## config.mk

```make
export PLATFORM = sky130hd
export DESIGN_NAME = jogo_memoria_param
export DESIGN_NICKNAME = d
export VERILOG_FILES = /design/src/rtl/jogo_memoria_param.sv
export SDC_FILE = /design/constraint.sdc
export NUM_CORES = 1
export LEC_CHECK = 0
export ABC_AREA = 1
export CORE_MARGIN = 5
export CORE_UTILIZATION = 40
export CTS_BUF_LIST = sky130_fd_sc_hd__clkbuf_4 sky130_fd_sc_hd__clkbuf_8
export CTS_CLUSTER_SIZE = 28
export DETAILED_ROUTE_END_ITERATION = 8
export GPL_TIMING_DRIVEN = 0
export HOLD_SLACK_MARGIN = 0.12
export PLACE_DENSITY = 0.66
export RECOVER_POWER = 50
export SLEW_MARGIN = 20
export SYNTH_ARGS = -nofsm -noshare
export SYNTH_HDL_FRONTEND = slang
export SYNTH_SLANG_ARGS = --single-unit
```

## constraint.sdc

```tcl
create_clock -name clock -period 1.6 [get_ports clock]
set_input_delay 0.48 -clock clock [delete_from_list [all_inputs] [get_ports clock]]
set_output_delay 0.48 -clock clock [all_outputs]
set_load 0.02 [all_outputs]
```

## src/rtl/jogo_memoria_param.sv

```systemverilog
// -----------------------------------------------------------------------------
// jogo_memoria_param
// Sequence-memory game controller. Each round r (0-based) the player must
// repeat sequence entries 0..r, read from an external synchronous ROM. The
// game ends on a correct final round, a wrong play, or a per-play timeout.
//
// Ports
//   clock          system clock, rising edge
//   reset          synchronous active-low reset
//   iniciar        start / restart request (level)
//   modo           round-count select (latched at game start)
//   chaves[W]      player keys, any nonzero bit is a press
//   endereco[A]    sequence-memory address (current contagem)
//   dado[W]        sequence-memory data, one cycle after endereco
//   pronto         game ended (any end state)
//   acertou        game won
//   errou          game lost (wrong play or timeout)
//   timeout        game lost by timeout
//   db_estado[4]   state code
//   db_rodada[A]   current round
//   db_contagem[A] current play index within the round
//   db_jogada[W]   last captured play
//   db_memoria[W]  sequence-memory data (pass-through)
//   db_tem_jogada  any key currently pressed (combinational)
// -----------------------------------------------------------------------------
module jogo_memoria_param #(
    parameter int unsigned W          = 4,
    parameter int unsigned A          = 4,
    parameter int unsigned RODADAS_M0 = 16,
    parameter int unsigned RODADAS_M1 = 4,
    parameter int unsigned TIMEOUT    = 3000
) (
    input  logic         clock,
    input  logic         reset,
    input  logic         iniciar,
    input  logic         modo,
    input  logic [W-1:0] chaves,
    output logic [A-1:0] endereco,
    input  logic [W-1:0] dado,
    output logic         pronto,
    output logic         acertou,
    output logic         errou,
    output logic         timeout,
    output logic [3:0]   db_estado,
    output logic [A-1:0] db_rodada,
    output logic [A-1:0] db_contagem,
    output logic [W-1:0] db_jogada,
    output logic [W-1:0] db_memoria,
    output logic         db_tem_jogada
);

    // Timeout counter must be able to hold TIMEOUT itself (it keeps counting
    // on the edge that leaves ESPERA).
    localparam int unsigned TW = $clog2(TIMEOUT + 1);

    // Round limits must fit the A-bit counters so nothing ever wraps.
    if (RODADAS_M0 == 0 || RODADAS_M0 > (2 ** A)) begin : g_bad_rodadas_m0
        $error("jogo_memoria_param: RODADAS_M0 must be in 1..2^A");
    end
    if (RODADAS_M1 == 0 || RODADAS_M1 > (2 ** A)) begin : g_bad_rodadas_m1
        $error("jogo_memoria_param: RODADAS_M1 must be in 1..2^A");
    end
    if (TIMEOUT == 0) begin : g_bad_timeout
        $error("jogo_memoria_param: TIMEOUT must be at least 1");
    end

    typedef enum logic [3:0] {
        INICIAL     = 4'h0,
        PREPARA     = 4'h1,
        ESPERA      = 4'h2,
        REGISTRA    = 4'h3,
        COMPARA     = 4'h4,
        PROXIMA     = 4'h5,
        PROX_RODADA = 4'h6,
        FIM_ACERTO  = 4'hA,
        FIM_ERRO    = 4'hE,
        FIM_TIMEOUT = 4'hF
    } state_t;

    state_t state;
    state_t next_state;

    logic [A-1:0]  rodada;
    logic [A-1:0]  contagem;
    logic [W-1:0]  jogada;
    logic [TW-1:0] tmo_cnt;
    logic [A-1:0]  lim_m1;       // latched round limit minus one
    logic          prev_or;      // OR(chaves) from the previous cycle

    logic          tem_jogada;
    logic          pulse;

    // Control strobes from the FSM to the datapath
    logic          clr_jogo;
    logic          cap_jogada;
    logic          inc_tmo;
    logic          inc_cont;
    logic          inc_rod;

    // Key activity and its one-cycle rising-edge pulse
    assign tem_jogada = |chaves;
    assign pulse      = tem_jogada & ~prev_or;

    // State register
    always_ff @(posedge clock) begin
        if (!reset) begin
            state <= INICIAL;
        end else begin
            state <= next_state;
        end
    end

    // Next-state and control strobes
    always_comb begin
        next_state = state;
        clr_jogo   = 1'b0;
        cap_jogada = 1'b0;
        inc_tmo    = 1'b0;
        inc_cont   = 1'b0;
        inc_rod    = 1'b0;

        case (state)
            INICIAL: begin
                if (iniciar) begin
                    next_state = PREPARA;
                end
            end

            PREPARA: begin
                clr_jogo   = 1'b1;
                next_state = ESPERA;
            end

            // A press in the final allowed cycle still counts
            ESPERA: begin
                inc_tmo = 1'b1;
                if (pulse) begin
                    cap_jogada = 1'b1;
                    next_state = REGISTRA;
                end else if (tmo_cnt == TW'(TIMEOUT - 1)) begin
                    next_state = FIM_TIMEOUT;
                end
            end

            REGISTRA: begin
                next_state = COMPARA;
            end

            COMPARA: begin
                if (jogada != dado) begin
                    next_state = FIM_ERRO;
                end else if (contagem < rodada) begin
                    next_state = PROXIMA;
                end else if (rodada == lim_m1) begin
                    next_state = FIM_ACERTO;
                end else begin
                    next_state = PROX_RODADA;
                end
            end

            PROXIMA: begin
                inc_cont   = 1'b1;
                next_state = ESPERA;
            end

            PROX_RODADA: begin
                inc_rod    = 1'b1;
                next_state = ESPERA;
            end

            FIM_ACERTO, FIM_ERRO, FIM_TIMEOUT: begin
                if (iniciar) begin
                    next_state = PREPARA;
                end
            end

            default: begin
                next_state = INICIAL;
            end
        endcase
    end

    // Datapath: counters, captured play, edge register, round limit
    always_ff @(posedge clock) begin
        if (!reset) begin
            rodada   <= '0;
            contagem <= '0;
            jogada   <= '0;
            tmo_cnt  <= '0;
            prev_or  <= 1'b0;
            lim_m1   <= A'(RODADAS_M0 - 1);
        end else begin
            prev_or <= tem_jogada;

            if (clr_jogo) begin
                rodada   <= '0;
                contagem <= '0;
                jogada   <= '0;
                tmo_cnt  <= '0;
                lim_m1   <= modo ? A'(RODADAS_M1 - 1) : A'(RODADAS_M0 - 1);
            end

            if (inc_tmo) begin
                tmo_cnt <= tmo_cnt + TW'(1);
            end

            if (cap_jogada) begin
                jogada <= chaves;
            end

            if (inc_cont) begin
                contagem <= contagem + A'(1);
                tmo_cnt  <= '0;
            end

            if (inc_rod) begin
                rodada   <= rodada + A'(1);
                contagem <= '0;
                tmo_cnt  <= '0;
            end
        end
    end

    // Game-end flags, registered from the next state so they track db_estado
    always_ff @(posedge clock) begin
        if (!reset) begin
            pronto  <= 1'b0;
            acertou <= 1'b0;
            errou   <= 1'b0;
            timeout <= 1'b0;
        end else begin
            pronto  <= (next_state == FIM_ACERTO) || (next_state == FIM_ERRO) ||
                       (next_state == FIM_TIMEOUT);
            acertou <= (next_state == FIM_ACERTO);
            errou   <= (next_state == FIM_ERRO) || (next_state == FIM_TIMEOUT);
            timeout <= (next_state == FIM_TIMEOUT);
        end
    end

    // Address and debug views
    assign endereco      = contagem;
    assign db_estado     = state;
    assign db_rodada     = rodada;
    assign db_contagem   = contagem;
    assign db_jogada     = jogada;
    assign db_memoria    = dado;
    assign db_tem_jogada = tem_jogada;

endmodule

```

---- Word-level counts from Yosys, hierarchy flattened ----
Index checks and enable logic that the tools add are counted.
storage, ports and cells
  flip-flop bits (word level) ............. 37
  input port bits ......................... 12
  output and inout port bits .............. 29
  word-level logic and storage cells ...... 66
operators by class
  bitwise logic cells ..................... 3
  equal/unequal tests ..................... 15
  mux-type cells .......................... 20
  $add $sub $neg .......................... 3
  magnitude comparators ................... 1
  reduce and logical (&&, ||, !) cells .... 13
operators with widths
  kind                                            count
  2-to-1 mux 4 bit                                11
  == test 4 bit (second input constant)           6
  2-to-1 mux 12 bit                               2
  one-hot mux 4 bit (5 select lines)              1
  adder 12 x 1 -> 12 bit (second input constant)  1
  == test 12 bit (second input constant)          1
  == test 4 x 3 -> 1 bit (second input constant)  3
  adder 4 x 1 -> 4 bit (second input constant)    2
  == test 4 x 2 -> 1 bit (second input constant)  2
  nonzero test 2 bit                              4
  OR reduction 4 bit                              2
  2-to-1 mux 1 bit                                6
  OR reduction 3 bit                              2
  == test 4 x 1 -> 1 bit (second input constant)  1
  == test 4 bit                                   1
  logical NOT 4 bit                               1
  < comparator 4 bit                              1
  != test 4 bit                                   1
  logical OR 1 bit                                3
  NOT 1 bit                                       2
  OR reduction 2 bit                              1
  bitwise AND 1 bit                               1

---- Longest topological paths before layout ----
  word-level depth ........................ 8
  depth in mapped cells ................... 12
  gate-level depth less buffers ........... 12

---- Worst setup path after synthesis ----
OpenSTA, ideal clock, no wires.
  path kind ............................... flip-flop to flip-flop
  start point ............................. register rodada[3] (netlist: db_rodada[3])
  end point ............................... register errou
  setup time .............................. 0.128 ns
  data arrival time ....................... 1.454 ns
  period minus slack after synthesis ...... 1.582 ns
  path buffers ............................ 0
  stages on the path, launching flop included .. 11
  required time ........................... 1.472 ns
  setup slack ............................. 0.018 ns
  path through ............................ dfxtp_1 > inv_1 > ha_1 > a21oi_1 > nand2_1 > nand2_1 > nand2_1 > nand2_1 > nand2_1 > nand2_1 > nor2_1
between the ends
  word-level cells in the longest chain between the ends .. 7
  elaborated cells between the ends (all ways) .. 9
  those cells by class .................... order compare (1); eq/ne (3); mux (4); reduce/logical (1)
ends and longest elaborated chain
  element                                                     line  text
  start, declared                                             83    logic [A-1:0] rodada;
  start signal, assigned                                      217   rodada <= rodada + A'(1);
  branches (longest 2 deep; another with < comparator 4 bit)  -
  2-to-1 mux 4 bit (*)                                        152   end else if (contagem < rodada) begin
  2-to-1 mux 4 bit (*)                                        150   if (jogada != dado) begin
  one-hot mux 4 bit (5 select lines) (*)                      122   case (state)
  == test 4 bit                                               235   errou <= (next_state == FIM_ERRO) || (next_state == FIM_TIMEOUT);
  logical OR 1 bit (*)                                        235
  end signal, assigned                                        235
  end, declared                                               42    output logic errou,
Mark *: on every way between the ends.
A chain may end at the register's enable or synchronous reset.

---- Worst setup path after layout ----
  start point ............................. register contagem[3] (netlist: db_contagem[3])
  end point ............................... output db_contagem[3]
RTL lines
  element                 line  text
  start, declared         84    logic [A-1:0] contagem;
  start signal, assigned  212   contagem <= contagem + A'(1);
  end, declared           46    output logic [A-1:0] db_contagem,
No word-level cell between the ends.

==> metrics.txt <==
EDFF count, synth 0; asr flop ratio synth 0; pwr/cell area 882.6 nW/um2; post-synthesis cell count 270; Rows 25; First-pass DRT Iterations 4; Hold Path Class reg -> reg; Crit Path Max Fanout 5; critical path's top delay family flip-flops; Peak VDD IR 0.0005483 V; layout net count 337; Hold Fails Final Rpt 0; Critical Path Max Stage Delay 0.43 ns; fmax 641.9 MHz; Setup WS pre-CTS -0.6567 ns; Multi-input gate area 1012 um2; slew margin rel. 0.7360; initial antenna violation count 0; worst path buffer plus inverter count 1; largest area contributor in the netlist dfxtp_1; Clock Tree Buf Depth 2; Synth Cell Area 1876 um2; most common cell after layout, fill and taps aside nand2_1; PnR worst setup slack 0.04202 ns; Max Cap Viol 0; pin count of the biggest net entering global routing 11; Die Width 78.48 um; Core Box Area 4629 um2; synth-to-layout area growth 31.29%; post-synth top area share 0.3629; Tightest Pin Transition 0.3938 ns; first-pass GRT wire length 7251 um; FF-to-FF setup slack 0.11 ns; crit end category output pin; Die H 78.48 um; final setup violation count 0; Clock Sinks 34; Startpoint Class flop; Setup Total Neg Slack 0 ns; Worst Reg-to-Reg Cells 6; Worst Path Arrival 1.08 ns; Crit-path slowest cell dfxtp_1; ys flop type dfxtp_1; DR WL/cell 11.80 um; HPWL after detailed placement 3347 um; GPL Wtd Cong 0.8458; total wire length 4402 um; Post-route DRC 0; number of fill cells in the layout 462; DR iter-0 viols 120; H-tree levels 2; Synth area leaders dfxtp_1 (36%), nand2_1 (13%), a21oi_1 (6.9%), inv_1 (6.6%), nor2_1 (4.6%); Clock Tree Root clkbuf_8; CTS tree built; Final period util 0.9737; vias in the first global route 1,658; Initial Util 0.4051; status finished, final reports clean; syn_nets 288; crit-path cells dlygate4sd2_1; RSZ-0062 raised after global routing true; placed cell count 364; design area 2462 um2; placed cell areas 2344 um2; RR Startpoint db_estado[3]$_SDFF_PN0_; reg2reg end db_estado[1]$_SDFF_PN0_; Die Footprint 6158 um2; post-layout util 0.5319; total congestion overflow 0; number of diodes 0; most frequent cells in the layout nand2_1 (61), inv_1 (32), dfxtp_1 (27); Hold Path Sink tmo_cnt[0]$_SDFFE_PP0P_; layout cells sized above 1 0.2226; port bufs 40; Slew Limit Fails 0; hold path cells 1; Setup Crit Path Kind reg -> out; share of the yosys chip area belonging to registers 0.3629; vias post-DR 1,841; Syn Area/Cell 6.946 um2; final cell count without fillers 373; register bit total from synthesis 34; CP Data Required Time 1.12 ns; hold path startpoint tmo_cnt[0]$_SDFFE_PP0P_; Yosys Warn Count 0; post-route ant nets 0; TritonCTS Buffers 5; via-per-instance ratio 4.936; I/O pin cnt 41; Clock Latency Late Sink 0.28 ns; GRT Total Usage 0.1460; Layout Skew 0.005221 ns; Leak 0.001084 uW; Tmin final 1.558 ns; Reg area 691.9 um2; Clk pin slew, worst setup/hold paths 0.07 ns; Synth cell types 30
power breakdown:
group | total, uW | internal (uW) | switching (uW)
registers | 945 | 892 | 53.5
logic | 589 | 217 | 372
clock network | 639 | 334 | 305
total | 2170 | 1440 | 731
synth_stat cells (all sizes together) (2+ instances only):
master  count
ha          6
nor2       31
buf         9
dfxtp      34
inv        40
o22ai       2
nor3        5
a221oi      2
a21oi      27
nand3      18
nand2      68
xnor2       3
o21ai      18
worst max path at each step:
stage               slack (ns)  depth (start not counted)                        start               end
floorplan                 0.02                         10    db_rodada[3]$_SDFFE_PN0P_  errou$_SDFF_PN0_
global placement         -0.66                          4                    chaves[3]     db_tem_jogada
detailed placement       -0.66                          4                    chaves[3]     db_tem_jogada
CTS                      -0.24                          4                    chaves[3]     db_tem_jogada
global route             -0.02                         11      tmo_cnt[1]$_SDFFE_PP0P_  errou$_SDFF_PN0_
finish                    0.04                          1  db_contagem[3]$_SDFFE_PP0P_    db_contagem[3]
area by class of cell:
class,instances,area share
Multi-Input combinational cell,186,0.4111
Tap cell,54,0.02744
Clock buffer,7,0.03404
Sequential cell,34,0.2810
Timing Repair Buffer,42,0.1524
Buffer,10,0.03100
Inverter,40,0.06301
sequential cells by signal (all words and copies together), names as in the netlist:
register and cells:
errou 1, prev_or 1, pronto 1, lim_m1 1
db_rodada 4, timeout 1, acertou 1, tmo_cnt 12
db_contagem 4, db_estado 4, db_jogada 4
stage by stage:
stage	hold slack [ns]	power [uW]
floorplan	0.4427	1374
global placement	0.4534	1564
detailed placement	0.4654	1571
CTS	0.4753	2178
global route	0.4829	2310
finish	0.4561	2173
logic make-up after synthesis:
kind of cell,after synthesis,share of synthesized area
compound gates,52,0.1561
xor+xnor,3,0.01401
fa+ha+maj,6,0.04003
buf+inv,50,0.1227
flops,34,0.3629
simple gates,125,0.3042
routing by layer:
metal / GRT usage / wire, um / share of wire / vias up
li1: - / - / - / 965
met1: 0.1804 / 2052 / 0.47 / 825
met2: 0.2372 / 2011 / 0.46 / 46
met3: 0.04702 / 278 / 0.063 / 5
met4: 0.05245 / 59 / 0.013 / 0
met5: 0 / 0 / 0 / -
timing repair:
item,4_1_cts,5_1_grt
pin swaps,0,5
hold buffers,0,0
setup endpoints to repair,33,25
setup buffers,0,2
hold endpoints to repair,0,0
resized for setup,60,33
No activity file was read; power rests on OpenSTA's default activity.
